--- src/rtl/fetch_unit.sv ---
// fetch_unit
// ----------
// Instruction fetch stage that sits directly upstream of decode. It holds the
// program counter and issues one-word reads to instruction memory over a
// req/ack handshake, with at most one read outstanding. Returned words are
// queued in a small FIFO, which presents {instruction, PC} pairs to decode over
// a valid/ready handshake. A redirect from execute flushes the queue, restarts
// fetching at a new PC, and discards the data of any read still in flight.
//
// Parameters:
//   RESET_PC     first fetch address after reset
//   DEPTH        instruction FIFO entries (power of two, at least 2)
//
// Ports:
//   clk          clock; all state changes on the rising edge
//   reset        asynchronous, active-high reset
//   mem_req      registered read request to instruction memory
//   mem_addr     registered word address of the request (bits [1:0] always 0)
//   mem_ack      read complete; mem_rdata valid this cycle
//   mem_rdata    read data
//   redirect     one-cycle pulse requesting a restart at redirect_pc
//   redirect_pc  new fetch address (bits [1:0] ignored)
//   inst_valid   FIFO head holds a valid instruction
//   inst_ready   decode accepts the head entry this cycle
//   inst         instruction word at the FIFO head
//   inst_pc      PC of inst

module fetch_unit #(
  parameter logic [31:0] RESET_PC = 32'h0000_0000,
  parameter int          DEPTH    = 2
) (
  input  logic        clk,
  input  logic        reset,
  output logic        mem_req,
  output logic [31:0] mem_addr,
  input  logic        mem_ack,
  input  logic [31:0] mem_rdata,
  input  logic        redirect,
  input  logic [31:0] redirect_pc,
  output logic        inst_valid,
  input  logic        inst_ready,
  output logic [31:0] inst,
  output logic [31:0] inst_pc
);

  localparam int PW = (DEPTH > 1) ? $clog2(DEPTH) : 1;
  localparam int CW = $clog2(DEPTH) + 1;
  localparam logic [CW-1:0] DEPTH_C = CW'(DEPTH);

  // RUN is normal operation; DROP means the single outstanding request is
  // stale and its data must be thrown away when the ack finally arrives.
  localparam logic [0:0] RUN  = 1'b0;
  localparam logic [0:0] DROP = 1'b1;

  logic [0:0]    state;
  logic [31:0]   pc;
  logic [31:0]   fifo_data [DEPTH];
  logic [31:0]   fifo_pc   [DEPTH];
  logic [PW-1:0] rd_ptr;
  logic [PW-1:0] wr_ptr;
  logic [CW-1:0] count;

  logic          ack;
  logic          in_run;
  logic          push;
  logic          pop;
  logic          issue;
  logic [CW-1:0] count_next;
  logic [31:0]   redirect_target;

  // The head entry drives decode directly. While the FIFO is empty these keep
  // showing whatever slot rd_ptr points at, which decode ignores.
  assign inst_valid = in_run && (count != '0);
  assign inst       = fifo_data[rd_ptr];
  assign inst_pc    = fifo_pc[rd_ptr];

  // Handshake decode and the issue decision. A redirect cancels both the push
  // and the pop of this cycle, because the whole FIFO is being flushed anyway.
  // A new request may only go out once the previous one completes and the
  // FIFO, after this cycle's push/pop, still has a free slot for its data.
  // That slot check is what guarantees the FIFO can never overflow.
  always_comb begin
    ack             = mem_req & mem_ack;
    in_run          = (state == RUN);
    push            = in_run & ack & ~redirect;
    pop             = inst_valid & inst_ready & ~redirect;
    count_next      = redirect ? '0 : (count + CW'(push) - CW'(pop));
    issue           = in_run & ~redirect & (~mem_req | mem_ack) & (count_next < DEPTH_C);
    redirect_target = redirect_pc & 32'hFFFF_FFFC;
  end

  // FIFO storage and pointers. The storage is cleared on reset so that inst
  // and inst_pc read as zero immediately after reset.
  always_ff @(posedge clk or posedge reset) begin
    if (reset) begin
      rd_ptr <= '0;
      wr_ptr <= '0;
      count  <= '0;
      for (int i = 0; i < DEPTH; i++) begin
        fifo_data[i] <= '0;
        fifo_pc[i]   <= '0;
      end
    end else begin
      count <= count_next;
      if (redirect) begin
        rd_ptr <= '0;
        wr_ptr <= '0;
      end else begin
        if (push) begin
          fifo_data[wr_ptr] <= mem_rdata;
          fifo_pc[wr_ptr]   <= mem_addr;
          wr_ptr            <= wr_ptr + PW'(1);
        end
        if (pop) begin
          rd_ptr <= rd_ptr + PW'(1);
        end
      end
    end
  end

  // PC, request and RUN/DROP control. An outstanding request is never
  // aborted: mem_req and mem_addr hold until the ack. A redirect that lands
  // while a request is still waiting sends us to DROP so its data is
  // discarded; if the ack arrives in the same cycle as the redirect, the data
  // is simply not pushed and we stay in RUN.
  always_ff @(posedge clk or posedge reset) begin
    if (reset) begin
      state    <= RUN;
      pc       <= RESET_PC;
      mem_req  <= 1'b0;
      mem_addr <= '0;
    end else begin
      case (state)
        RUN: begin
          if (redirect) begin
            pc <= redirect_target;
            if (mem_req && !mem_ack) begin
              state <= DROP;
            end else begin
              mem_req <= 1'b0;
            end
          end else if (issue) begin
            mem_req  <= 1'b1;
            mem_addr <= pc;
            pc       <= pc + 32'd4;
          end else if (ack) begin
            mem_req <= 1'b0;
          end
        end
        DROP: begin
          if (redirect) begin
            pc <= redirect_target;
          end
          if (ack) begin
            mem_req <= 1'b0;
            state   <= RUN;
          end
        end
        default: begin
          state <= RUN;
        end
      endcase
    end
  end

endmodule

--- config.mk ---
export PLATFORM = sky130hd
export DESIGN_NAME = fetch_unit
export DESIGN_NICKNAME = d
export VERILOG_FILES = /design/src/rtl/fetch_unit.sv
export SDC_FILE = /design/constraint.sdc
export NUM_CORES = 1
export LEC_CHECK = 0
export BUFFER_PORTS_ARGS = -buffer_cell sky130_fd_sc_hd__buf_2
export CAP_MARGIN = 25
export CORE_MARGIN = 4
export CORE_UTILIZATION = 40
export DETAILED_ROUTE_END_ITERATION = 8
export GPL_TIMING_DRIVEN = 0
export HOLD_SLACK_MARGIN = 0.02
export PLACE_DENSITY = 0.69
export SLEW_MARGIN = 15
export SYNTH_ARGS = -nofsm -noshare
export SYNTH_HDL_FRONTEND = slang
export SYNTH_SLANG_ARGS = --single-unit
--- constraint.sdc ---
create_clock -name clk -period 10.31 [get_ports clk]
set_input_delay 2.062 -clock clk [delete_from_list [all_inputs] [get_ports clk]]
set_output_delay 2.062 -clock clk [all_outputs]
set_load 0.05 [all_outputs]
==> impl_metrics.tcl <==
set metrics [dict create \
    status "finished clean" \
    cts.htree.levels 4 \
    netlist.area_leader.share_pct 55.7 \
    gp_congestion 0.796 \
    r2r_cells 11 \
    initial_utilization_pct 40.6 \
    yosysTopAreaCell "dfrtp_1" \
    drive_above_1_share_pct 53.8 \
    grt_pass1_vias 5778 \
    grt_pass1_wl_mm 31.6 \
    worst-path-max-fanout 10 \
    power_leakage_nw 4.85 \
    tightest_slew_ns 0.985 \
    ant_nets 0 \
    cts_made_buffers 17 \
    hpwl_mm 13.9 \
    post-route-period-util_pct 49.5 \
    syn_to_final_growth_pct 21.2 \
    fin_skew_ns 0.0138 \
    end_kind "flop" \
    async_reset_ff_share_pct 100 \
    tns_ns 0 \
    grt_usage_pct 16.7 \
    crit_family "buffers and inverters" \
    synth.yosys.seq_area_share_pct 55.7 \
    avgSynthCellArea_sq_um 13.6 \
    dr.first_iter.drc_count 305 \
    drv_cap 0 \
    cts.sinks 190 \
    die_h_microns 154 \
    worstHoldPathCells 1 \
    synthTopCellsByArea "dfrtp_1 56%, mux2_2 29%, nand2_1 1.3%" \
    post-cts-setup-buffer-count 0 \
    synth_cell_type_count 52 \
    overflow 0 \
    setup_viol 0 \
    hold_viol 0 \
    critPathSlowestCell "clkbuf_1" \
    synthCells 626 \
    min_path_type "flop to flop" \
    synth_edf_count 0 \
    antenna_found_initial 1 \
    yosysWarnings 0 \
    syn_area_sq_mm 0.00854 \
    vias 5589 \
    vdd_drop_max_mv 0.177 \
    drcViolationCount 0 \
    min_from "fifo_pc[19]" \
    clockBufferDepth 2 \
    coreArea_sq_mm 0.0210 \
    die_x_microns 154 \
    rsz0062_at_grt "no" \
    utilization_pct 49.2 \
    worstPathCellList "clkbuf_1 -> clkbuf_1 -> buf_1 -> nor2_1 -> ha_1 -> inv_1 -> ha_1 -> xnor3_1 -> nand4b_1 -> nor3_4 -> a31oi_1 -> a211oi_1" \
    crit_arrival_ns 5.45 \
    period_needed_ns 5.11 \
    max_stage_delay_ns 0.45 \
    fmax_mhz 196 \
    rows 53 \
    drv_slew 0 \
    path_class "input port to flop" \
    cts-resized-gates 0 \
    clock-root-buffer "clkbuf_16" \
    r2r_setup_slack_ns 7.05 \
    crit_required_ns 10.65 \
    r2r-end "pc[26]" \
    via_per_inst 5.09 \
    maxSlewHeadroom_pct 34.1 \
    dieArea_sq_mm 0.0237 \
    io_pins 167 \
    yosys_register_bits 190 \
    cts_hold_buf 0 \
    start_kind "input port" \
    worstHoldEndpoint "fifo_pc[19]" \
    wl_per_cell_microns 17.8 \
    dr.pass1.iters 4 \
    power_density_mw_per_mm2 331 \
    cts_tree "built" \
    crit_buf_inv 4 \
    io_buffer_count 159 \
    reg2reg_from "state" \
    wl_mm 19.5 \
    synth_ff_type "dfrtp_1" \
    clk_pin_slew_worst_paths_ns 0.07 \
    final_nets 880 \
    grt_max_degree 102 \
    clock_latency_ns 0.43 \
]
## layout by cell type (no fill, tap or decap), types with 6 or more instances in the layout
| cell | Yosys | routed |
|---|---|---|
| buf_2 | 11 | 170 |
| nor2_1 | 25 | 25 |
| a21oi_1 | 8 | 8 |
| o21ai_0 | 12 | 12 |
| dfrtp_1 | 190 | 190 |
| mux2_2 | 217 | 217 |
| and3_1 | 6 | 6 |
| nand4_1 | 6 | 6 |
| a211oi_1 | 9 | 9 |
| nand2_1 | 30 | 30 |
| nor3_1 | 7 | 7 |
| xnor2_1 | 10 | 10 |
| clkbuf_16 | 0 | 17 |
| nand3_1 | 6 | 6 |
| clkbuf_1 | 20 | 21 |
## power breakdown
group / total (mW) / internal [mW] / switching, mW
clock network: 0.693 / 0.395 / 0.298
registers: 1.23 / 1.05 / 0.186
logic: 1.49 / 0.508 / 0.986
## routing by layer
metal | part of all wire, % | up-vias | track usage [%]
met5 | 0 | - | 0
met3 | 4.7 | 19 | 3.69
li1 | - | 2609 | -
met4 | 1.2 | 0 | 4.67
met2 | 48 | 123 | 26.4
met1 | 46 | 2838 | 23.3
## metrics by stage
step	area [sq um]	hold slack (ns)	std cells	worst slack [ns]	total power, mW
floorplan	8550	0.474	629	3.08	2.41
global placement	9690	0.481	1063	0.760	2.72
detailed placement	9720	0.488	1064	4.79	2.76
CTS	10300	0.503	1096	5.21	3.46
global route	10300	0.515	1097	4.96	3.60
finish	10300	0.502	1097	5.20	3.42
## flip-flops by register name (all words and copies together), names as in the netlist
name	cells
wr_ptr	1
fifo_pc	60
rd_ptr	1
count	2
fifo_data	64
mem_req	1
mem_addr	30
state	1
pc	30
## cells by family after synthesis
group           share of synthesized area, %
xor+xnor                                1.60
flops                                   55.7
mux                                     29.0
other cells                           0.0439
buf+inv                                 2.14
compound gates                          3.71
fa+ha+maj                              0.440
simple gates                            7.40
## how the worst max path moves through the flow
stage / startpoint / end / slack, ns / cells after the start
6_report: redirect / pc[26] / 5.20 / 12
5_1_grt: redirect / pc[24] / 4.96 / 12
4_1_cts: redirect / pc[26] / 5.21 / 12
3_5_place_dp: redirect / pc[26] / 4.79 / 12
3_3_place_gp: reset / fifo_pc[54] / 0.76 / 2
2_1_floorplan: reset / count[0] / 3.08 / 1
## Yosys cell counts (all sizes together) (2+ instances only)
library cell and instances:
mux2 217, dfrtp 190, nand2 30, nor2 25, clkbuf 20, buf 17, o21ai 15, a211oi 10
nor3 10, xnor2 10, a21oi 8, and3 8, nand3 8, nand4 6, a31oi 4, and4 4
inv 4, nor4 4, o31ai 4, ha 3, mux2i 3, or3 3, xor2 3, nand4b 2
nor4b 2, or4 2
## area by class of cell
class	count	area [sq um]
Timing Repair Buffer	160	823
Fill cell	1893	10700
Clock inverter	13	178
Inverter	4	22.5
Multi-Input combinational cell	398	3610
Antenna cell	1	2.50
Clock buffer	19	443
Sequential cell	190	4750
Buffer	37	168
Tap cell	275	344
Power figures use the tool's default switching activity.
